## src/rtl/alu_pkg.sv

```systemverilog
`default_nettype none
// +----------------------------------------------------------------------------+
// | Package     : alu_pkg                                                      |
// | Description : Shared constants for the RV32I decode-to-execute boundary:   |
// |               datapath widths, ALU operation codes, base opcodes and the   |
// |               operand-source selects produced by the decoder.              |
// | Revision    : 1.0 - initial release                                        |
// +----------------------------------------------------------------------------+
package alu_pkg;

  localparam int XLEN = 32;
  localparam int OPW  = 4;

  // ALU operation codes
  localparam logic [OPW-1:0] ALU_ADD  = 4'd0;
  localparam logic [OPW-1:0] ALU_SUB  = 4'd1;
  localparam logic [OPW-1:0] ALU_AND  = 4'd2;
  localparam logic [OPW-1:0] ALU_OR   = 4'd3;
  localparam logic [OPW-1:0] ALU_XOR  = 4'd4;
  localparam logic [OPW-1:0] ALU_SLL  = 4'd5;
  localparam logic [OPW-1:0] ALU_SRL  = 4'd6;
  localparam logic [OPW-1:0] ALU_SRA  = 4'd7;
  localparam logic [OPW-1:0] ALU_SLT  = 4'd8;
  localparam logic [OPW-1:0] ALU_SLTU = 4'd9;

  // RV32I base opcodes
  localparam logic [6:0] OPC_OP     = 7'b0110011;
  localparam logic [6:0] OPC_OP_IMM = 7'b0010011;
  localparam logic [6:0] OPC_LOAD   = 7'b0000011;
  localparam logic [6:0] OPC_STORE  = 7'b0100011;
  localparam logic [6:0] OPC_LUI    = 7'b0110111;
  localparam logic [6:0] OPC_AUIPC  = 7'b0010111;
  localparam logic [6:0] OPC_BRANCH = 7'b1100011;
  localparam logic [6:0] OPC_JAL    = 7'b1101111;
  localparam logic [6:0] OPC_JALR   = 7'b1100111;

  // Operand source selects
  typedef enum logic [1:0] {
    OP1_ZERO = 2'd0,
    OP1_RS1  = 2'd1,
    OP1_PC   = 2'd2
  } op1_sel_e;

  typedef enum logic [1:0] {
    OP2_IMM   = 2'd0,
    OP2_RS2   = 2'd1,
    OP2_SHAMT = 2'd2
  } op2_sel_e;

endpackage
`default_nettype wire

```

## src/rtl/alu_op_decode.sv

```systemverilog
`default_nettype none
// +----------------------------------------------------------------------------+
// | Module      : alu_op_decode                                                |
// | Description : Purely combinational RV32I decoder. Maps a raw instruction   |
// |               to an ALU operation, operand-source selects, the immediate,  |
// |               the writeback enable and an illegal-encoding flag.           |
// | Ports       : i_instr     - raw 32-bit instruction                         |
// |               o_alu_op    - ALU operation code                             |
// |               o_op1_sel   - first operand source                           |
// |               o_op2_sel   - second operand source                          |
// |               o_imm       - decoded immediate (0 when unused)              |
// |               o_reg_write - writeback enable (never set for rd = x0)       |
// |               o_illegal   - unsupported encoding                           |
// | Revision    : 1.0 - initial release                                        |
// +----------------------------------------------------------------------------+
module alu_op_decode
  import alu_pkg::*;
(
  input  logic [31:0]     i_instr,
  output logic [OPW-1:0]  o_alu_op,
  output op1_sel_e        o_op1_sel,
  output op2_sel_e        o_op2_sel,
  output logic [XLEN-1:0] o_imm,
  output logic            o_reg_write,
  output logic            o_illegal
);

  logic [6:0]      w_opcode;
  logic [2:0]      w_f3;
  logic [6:0]      w_f7;
  logic [XLEN-1:0] w_imm_i;
  logic [XLEN-1:0] w_imm_s;
  logic [XLEN-1:0] w_imm_u;
  logic [XLEN-1:0] w_imm_sh;
  logic            w_r_legal;

  assign w_opcode = i_instr[6:0];
  assign w_f3     = i_instr[14:12];
  assign w_f7     = i_instr[31:25];
  assign w_imm_i  = {{(XLEN-12){i_instr[31]}}, i_instr[31:20]};
  assign w_imm_s  = {{(XLEN-12){i_instr[31]}}, i_instr[31:25], i_instr[11:7]};
  assign w_imm_u  = {i_instr[31:12], 12'b0};
  assign w_imm_sh = {{(XLEN-5){1'b0}}, i_instr[24:20]};

  // funct7 = 0100000 is only meaningful for SUB and SRA
  assign w_r_legal = (w_f7 == 7'b0000000) ||
                     ((w_f7 == 7'b0100000) && ((w_f3 == 3'd0) || (w_f3 == 3'd5)));

  always_comb begin
    o_alu_op    = ALU_ADD;
    o_op1_sel   = OP1_ZERO;
    o_op2_sel   = OP2_IMM;
    o_imm       = '0;
    o_reg_write = 1'b0;
    o_illegal   = 1'b0;

    case (w_opcode)
      OPC_OP: begin
        if (w_r_legal) begin
          o_op1_sel   = OP1_RS1;
          o_op2_sel   = OP2_RS2;
          o_reg_write = 1'b1;
          case (w_f3)
            3'd0: o_alu_op = w_f7[5] ? ALU_SUB : ALU_ADD;
            3'd1: begin o_alu_op = ALU_SLL; o_op2_sel = OP2_SHAMT; end
            3'd2: o_alu_op = ALU_SLT;
            3'd3: o_alu_op = ALU_SLTU;
            3'd4: o_alu_op = ALU_XOR;
            3'd5: begin
              o_alu_op  = w_f7[5] ? ALU_SRA : ALU_SRL;
              o_op2_sel = OP2_SHAMT;
            end
            3'd6: o_alu_op = ALU_OR;
            default: o_alu_op = ALU_AND;
          endcase
        end else begin
          o_illegal = 1'b1;
        end
      end
      OPC_OP_IMM: begin
        o_op1_sel   = OP1_RS1;
        o_imm       = w_imm_i;
        o_reg_write = 1'b1;
        case (w_f3)
          3'd0: o_alu_op = ALU_ADD;
          3'd1: begin o_alu_op = ALU_SLL; o_imm = w_imm_sh; end
          3'd2: o_alu_op = ALU_SLT;
          3'd3: o_alu_op = ALU_SLTU;
          3'd4: o_alu_op = ALU_XOR;
          3'd5: begin
            o_alu_op = i_instr[30] ? ALU_SRA : ALU_SRL;
            o_imm    = w_imm_sh;
          end
          3'd6: o_alu_op = ALU_OR;
          default: o_alu_op = ALU_AND;
        endcase
      end
      OPC_LOAD: begin
        o_op1_sel   = OP1_RS1;
        o_imm       = w_imm_i;
        o_reg_write = 1'b1;
      end
      OPC_STORE: begin
        o_op1_sel = OP1_RS1;
        o_imm     = w_imm_s;
      end
      OPC_LUI: begin
        o_imm       = w_imm_u;
        o_reg_write = 1'b1;
      end
      OPC_AUIPC: begin
        o_op1_sel   = OP1_PC;
        o_imm       = w_imm_u;
        o_reg_write = 1'b1;
      end
      OPC_BRANCH: begin
        o_op1_sel = OP1_RS1;
        o_op2_sel = OP2_RS2;
        // funct3[2] splits equality from ordered compares, funct3[1] picks unsigned
        if (!w_f3[2])     o_alu_op = ALU_SUB;
        else if (w_f3[1]) o_alu_op = ALU_SLTU;
        else              o_alu_op = ALU_SLT;
      end
      OPC_JAL, OPC_JALR: begin
        // The ALU computes the link value pc + 4; the target is formed elsewhere
        o_op1_sel   = OP1_PC;
        o_imm       = {{(XLEN-3){1'b0}}, 3'd4};
        o_reg_write = 1'b1;
      end
      default: o_illegal = 1'b1;
    endcase

    if (i_instr[11:7] == 5'd0) o_reg_write = 1'b0;
  end

endmodule
`default_nettype wire

```

## src/rtl/alu_issue_stage.sv

```systemverilog
`default_nettype none
// +----------------------------------------------------------------------------+
// | Module      : alu_issue_stage                                              |
// | Description : Decode-to-execute pipeline register of the RV32I core.       |
// |               Decodes one bundle per cycle and registers ALU op, operands  |
// |               and writeback control behind a valid/ready handshake with    |
// |               stall and flush.                                             |
// | Option      : ALU_ISSUE_FWD_EN - when defined, EX/MEM forwarding replaces  |
// |               register-file data at load time; otherwise fwd_* ignored.    |
// | Ports       : clk, rst (async, active-high)                                |
// |               in_valid/in_ready, instr, pc, rs1_data, rs2_data - input     |
// |               flush - kill held bundle and any same-cycle load             |
// |               out_valid/out_ready, alu_op, operand_1, operand_2,           |
// |               store_data, rd, reg_write, illegal - execute bundle          |
// |               fwd_valid, fwd_rd, fwd_data - EX/MEM forwarding source       |
// | Revision    : 1.0 - initial release                                        |
// +----------------------------------------------------------------------------+
module alu_issue_stage
  import alu_pkg::*;
#(
  parameter int XLEN = alu_pkg::XLEN,
  parameter int OPW  = alu_pkg::OPW
) (
  input  logic            clk,
  input  logic            rst,
  input  logic            in_valid,
  output logic            in_ready,
  input  logic [31:0]     instr,
  input  logic [XLEN-1:0] pc,
  input  logic [XLEN-1:0] rs1_data,
  input  logic [XLEN-1:0] rs2_data,
  input  logic            flush,
  output logic            out_valid,
  input  logic            out_ready,
  output logic [OPW-1:0]  alu_op,
  output logic [XLEN-1:0] operand_1,
  output logic [XLEN-1:0] operand_2,
  output logic [XLEN-1:0] store_data,
  output logic [4:0]      rd,
  output logic            reg_write,
  output logic            illegal,
  input  logic            fwd_valid,
  input  logic [4:0]      fwd_rd,
  input  logic [XLEN-1:0] fwd_data
);

  logic [OPW-1:0]  w_alu_op;
  op1_sel_e        w_op1_sel;
  op2_sel_e        w_op2_sel;
  logic [XLEN-1:0] w_imm;
  logic            w_reg_write;
  logic            w_illegal;
  logic [XLEN-1:0] w_rs1_val;
  logic [XLEN-1:0] w_rs2_val;
  logic [XLEN-1:0] w_op1;
  logic [XLEN-1:0] w_op2;
  logic [4:0]      w_rd;
  logic            w_load;

  logic            r_valid;
  logic [OPW-1:0]  r_alu_op;
  logic [XLEN-1:0] r_op1;
  logic [XLEN-1:0] r_op2;
  logic [XLEN-1:0] r_store_data;
  logic [4:0]      r_rd;
  logic            r_reg_write;
  logic            r_illegal;

  alu_op_decode u_decode (
    .i_instr     (instr),
    .o_alu_op    (w_alu_op),
    .o_op1_sel   (w_op1_sel),
    .o_op2_sel   (w_op2_sel),
    .o_imm       (w_imm),
    .o_reg_write (w_reg_write),
    .o_illegal   (w_illegal)
  );

`ifdef ALU_ISSUE_FWD_EN
  assign w_rs1_val = (fwd_valid && (fwd_rd != 5'd0) && (fwd_rd == instr[19:15]))
                     ? fwd_data : rs1_data;
  assign w_rs2_val = (fwd_valid && (fwd_rd != 5'd0) && (fwd_rd == instr[24:20]))
                     ? fwd_data : rs2_data;
`else
  logic w_unused_fwd;
  assign w_unused_fwd = ^{fwd_valid, fwd_rd, fwd_data};
  assign w_rs1_val    = rs1_data;
  assign w_rs2_val    = rs2_data;
`endif

  always_comb begin
    w_op1 = '0;
    case (w_op1_sel)
      OP1_RS1: w_op1 = w_rs1_val;
      OP1_PC:  w_op1 = pc;
      default: w_op1 = '0;
    endcase
  end

  // Shifts pass only shamt because the ALU shifts by the whole operand
  always_comb begin
    w_op2 = w_imm;
    case (w_op2_sel)
      OP2_RS2:   w_op2 = w_rs2_val;
      OP2_SHAMT: w_op2 = {{(XLEN-5){1'b0}}, w_rs2_val[4:0]};
      default:   w_op2 = w_imm;
    endcase
  end

  assign w_rd     = w_reg_write ? instr[11:7] : 5'd0;
  assign in_ready = !r_valid || out_ready;
  assign w_load   = in_valid && in_ready;

  always_ff @(posedge clk or posedge rst) begin
    if (rst) begin
      r_valid      <= 1'b0;
      r_alu_op     <= '0;
      r_op1        <= '0;
      r_op2        <= '0;
      r_store_data <= '0;
      r_rd         <= '0;
      r_reg_write  <= 1'b0;
      r_illegal    <= 1'b0;
    end else if (flush) begin
      r_valid <= 1'b0;
    end else if (w_load) begin
      r_valid      <= 1'b1;
      r_alu_op     <= w_alu_op;
      r_op1        <= w_op1;
      r_op2        <= w_op2;
      r_store_data <= w_rs2_val;
      r_rd         <= w_rd;
      r_reg_write  <= w_reg_write;
      r_illegal    <= w_illegal;
    end else if (out_ready) begin
      r_valid <= 1'b0;
    end
  end

  assign out_valid  = r_valid;
  assign alu_op     = r_alu_op;
  assign operand_1  = r_op1;
  assign operand_2  = r_op2;
  assign store_data = r_store_data;
  assign rd         = r_rd;
  assign reg_write  = r_reg_write;
  assign illegal    = r_illegal;

endmodule
`default_nettype wire

```

## config.mk

```make
export PLATFORM = sky130hd
export DESIGN_NAME = alu_issue_stage
export DESIGN_NICKNAME = d
export VERILOG_FILES = /design/src/rtl/alu_pkg.sv /design/src/rtl/alu_op_decode.sv /design/src/rtl/alu_issue_stage.sv
export SDC_FILE = /design/constraint.sdc
export NUM_CORES = 1
export LEC_CHECK = 0
export BUFFER_PORTS_ARGS = -buffer_cell sky130_fd_sc_hd__buf_2
export CAP_MARGIN = 5
export CORE_MARGIN = 2
export CORE_UTILIZATION = 30
export CTS_BUF_LIST = sky130_fd_sc_hd__clkbuf_4 sky130_fd_sc_hd__clkbuf_8 sky130_fd_sc_hd__clkbuf_16
export CTS_CLUSTER_SIZE = 16
export DETAILED_ROUTE_END_ITERATION = 7
export PLACE_DENSITY = 0.61
export SKIP_CTS_REPAIR_TIMING = 1
export SLEW_MARGIN = 20
export SYNTH_ARGS = -nofsm -noshare
export SYNTH_HDL_FRONTEND = slang
export SYNTH_SLANG_ARGS = --single-unit
export TNS_END_PERCENT = 1
```

## constraint.sdc

```tcl
create_clock -name clk -period 8.3 [get_ports clk]
set_clock_uncertainty 0.1 [all_clocks]
set_input_delay 0.415 -clock clk [delete_from_list [all_inputs] [get_ports clk]]
set_output_delay 0.415 -clock clk [all_outputs]
set_load 0.01 [all_outputs]
```

==> results.txt <==
Routed Wire Length: 17100 um
Vert. Die Dim: 135.5 um
Sink Count: 108
CORE AREA: 0.01712 mm^2
DR DRC count: 0
pin count of the biggest net entering global routing: 79
Crit. End Element: register
Synth area leaders: dfrtp_1 52%, nand2_1 9.9%, o31ai_1 4.8%
Post-Route Utilization: 0.4013
status: complete, no violations
most common cell in the netlist: nand2_1
syn_nets: 737
Post-synth ARST share: 1.000
final-report max-slew violation count: 0
pwr/cell area: 184.7 mW/mm^2
endpoints failing hold: 0
Via density: 4.967
ratio of cells with drive above 1 in the final layout: 0.3519
crit-path cells: buf_2 -> nand4bb_1 -> nor2_2 -> a31oi_1 -> nand2_1 -> ha_2 -> a22oi_1 -> o31ai_1
worst IR drop on VDD: 0.00009228 V
Synth top area share: 0.5209
initial antenna violation count: 1
critical setup path kind: in -> reg
crit path max-delay cell type: nor2_2
top_reg_cell synth: dfrtp_1
Final WS setup: 4.939 ns
H-tree levels: 3
synthesized flop and latch total: 108
max_slew headroom: 0.3088
yosys warns: 0
TritonCTS Buffers: 9
Placed Cells: 983
IO buf count: 241
first drt pass iteration count: 5
CTS tree: done
gpl congestion: 0.7615
most frequent cells after synthesis: 137 x nand2_1, 108 x dfrtp_1, 44 x clkbuf_1, 35 x nor2_1, 34 x a21oi_1
top cell type by total area after synthesis: dfrtp_1
Detailed Route Iter0 Violations: 294
Die W: 135.5 um
GRT Total Usage: 0.1808
EDFF count, synth: 0
filler cell count: 1759
kind of start point of the critical path: primary input
Post-DP HPWL: 12210 um
first-pass GRT wire length: 25780 um
FMAX: 297.5 MHz
antenna violation net count after detailed routing: 0
Avg WL per Cell: 17.12 um
Non-Filler Instances: 999
setup repair after global routing missed its margin: false
Worst path max stage delay: 0.82 ns
crit-path max FO: 32
Row Count: 48
Tmin final: 3.361 ns
slew at the pin closest to its max-slew limit: 1.034 ns
pre-CTS WS: 4.160 ns
total gr overflow: 0
Synth Cell Area: 0.005189 mm^2
final-stage net count: 944
clk slew on worst S/H paths: 0.07 ns
initial cell density of the core: 0.3031
Top delay family on crit path: simple AND/OR/NAND/NOR gates
DR vias: 4962
synthesized area per cell: 9.233 um^2
latest clock arrival within the worst-skew pair: 0.35 ns
Root Buffer: clkbuf_16
sequential element share of the synthesized area: 0.5209
Final Cycle Share: 0.4050
HP Class: in -> async
Area growth syn-to-layout: 32.38%
number of setup violations in the final report: 0
Yosys cell types: 47
Worst Path Required: 8.45 ns
vias in the first global route: 4733
max cap viols: 0
Die ar.: 0.01836 mm^2
CTS Buffer Depth: 2
Worst Path Arrival: 3.52 ns
Fin Setup TNS: 0 ns
cell count after synthesis: 562
# IOs: 280
WP buf/inv: 1
P_leak: 0.003419 uW
[power breakdown]
| part | internal [uW] | switching (uW) |
|---|---|---|
| Combinational | 86.6 | 132 |
| Clock | 257 | 198 |
| Sequential | 571 | 23.3 |
| Total | 915 | 353 |
[through the flow]
stage	hold slack, ns	total power, uW	area, um^2
floorplan	0.3814	712.4	5189
global placement	0.3534	823.2	6550
detailed placement	0.3584	825.5	6550
CTS	0.04674	1289	6862
global route	0.07365	1334	6867
finish	0.03161	1268	6869
[cells by family (layout without fill, tap and decap cells)]
family                   after synthesis  in the layout  share of synthesized area
AO/OA/AOI/OAI                        171            171                     0.2334
XOR/XNOR                               1              1                   0.001688
adder cells (fa/ha/maj)                4              4                   0.009646
buffers and inverters                 59            270                    0.04509
flip-flops                           108            108                     0.5209
multiplexers                           5              5                   0.009646
other                                  0              1                          0
AND/OR/NAND/NOR                      214            214                     0.1796
[flip-flops by register name, indices dropped and copies added (netlist names)]
register    cells
operand_1      32
illegal         1
rd              5
out_valid       1
operand_2      32
reg_write       1
store_data     32
alu_op          4
[metal layers]
metal  part of all wire  vias to the layer above  GRT usage  wire (um)
li1                   -                     2452          -          -
met1               0.44                     2333     0.2388       7512
met2               0.48                      173     0.2995       8193
met3              0.078                        4    0.04153       1336
met4             0.0033                        0    0.04861         56
met5                  0                        -          0          0
[worst reg2reg max path: cells and delay by family, from the launching register on]
kind / cells / cell delay [ns]
buffers and inverters: 1 / 0.64
flip-flops: 1 / 0.38
AO/OA/AOI/OAI: 2 / 0.97
AND/OR/NAND/NOR: 2 / 0.34
[layout by cell type (no fill, tap or decap), types with 3 or more instances in the layout]
master       n
and3_1       7
clkbuf_16    9
a221o_1      6
nor3_1       5
nor2b_1      3
clkbuf_8     3
nand3_1      3
inv_1        8
a32oi_1     20
dfrtp_1    108
nand3b_1     4
nand2_1    137
mux2i_1      5
o22ai_1     21
buf_2      241
nor4_1       3
o21ai_0      5
a21oi_1     34
buf_4        5
nand2b_1     4
a22oi_1     32
a222oi_1     3
o31ai_1     33
nor2_1      33
[path summary, 6_finish.rpt]
check | cells after the start | slack (ns) | startpoint | endpoint
min in group clk | 3 | 0.16 | rs2_data[10] | store_data[10]
max reg2reg | 5 | 5.77 | out_valid | operand_2[31]
min | 2 | 0.03 | rst | operand_1[31]
min reg2reg | 2 | 0.37 | operand_1[20] | operand_1[20]
max in group asynchronous | 3 | 6.79 | rst | store_data[25]
max | 8 | 4.94 | instr[6] | operand_1[6]
[layout make-up]
class	count	area, um^2	area share
timing repair buffer	246	1244	0.1811
sequential	108	2703	0.3934
clock buffer	12	266.5	0.03880
inverter	9	36.28	0.005282
antenna	1	2.502	0.0003643
multi-input combinational	395	2291	0.3335
clock inverter	3	45.04	0.006557
tap	225	281.5	0.04098
Power figures use the tool's default switching activity.
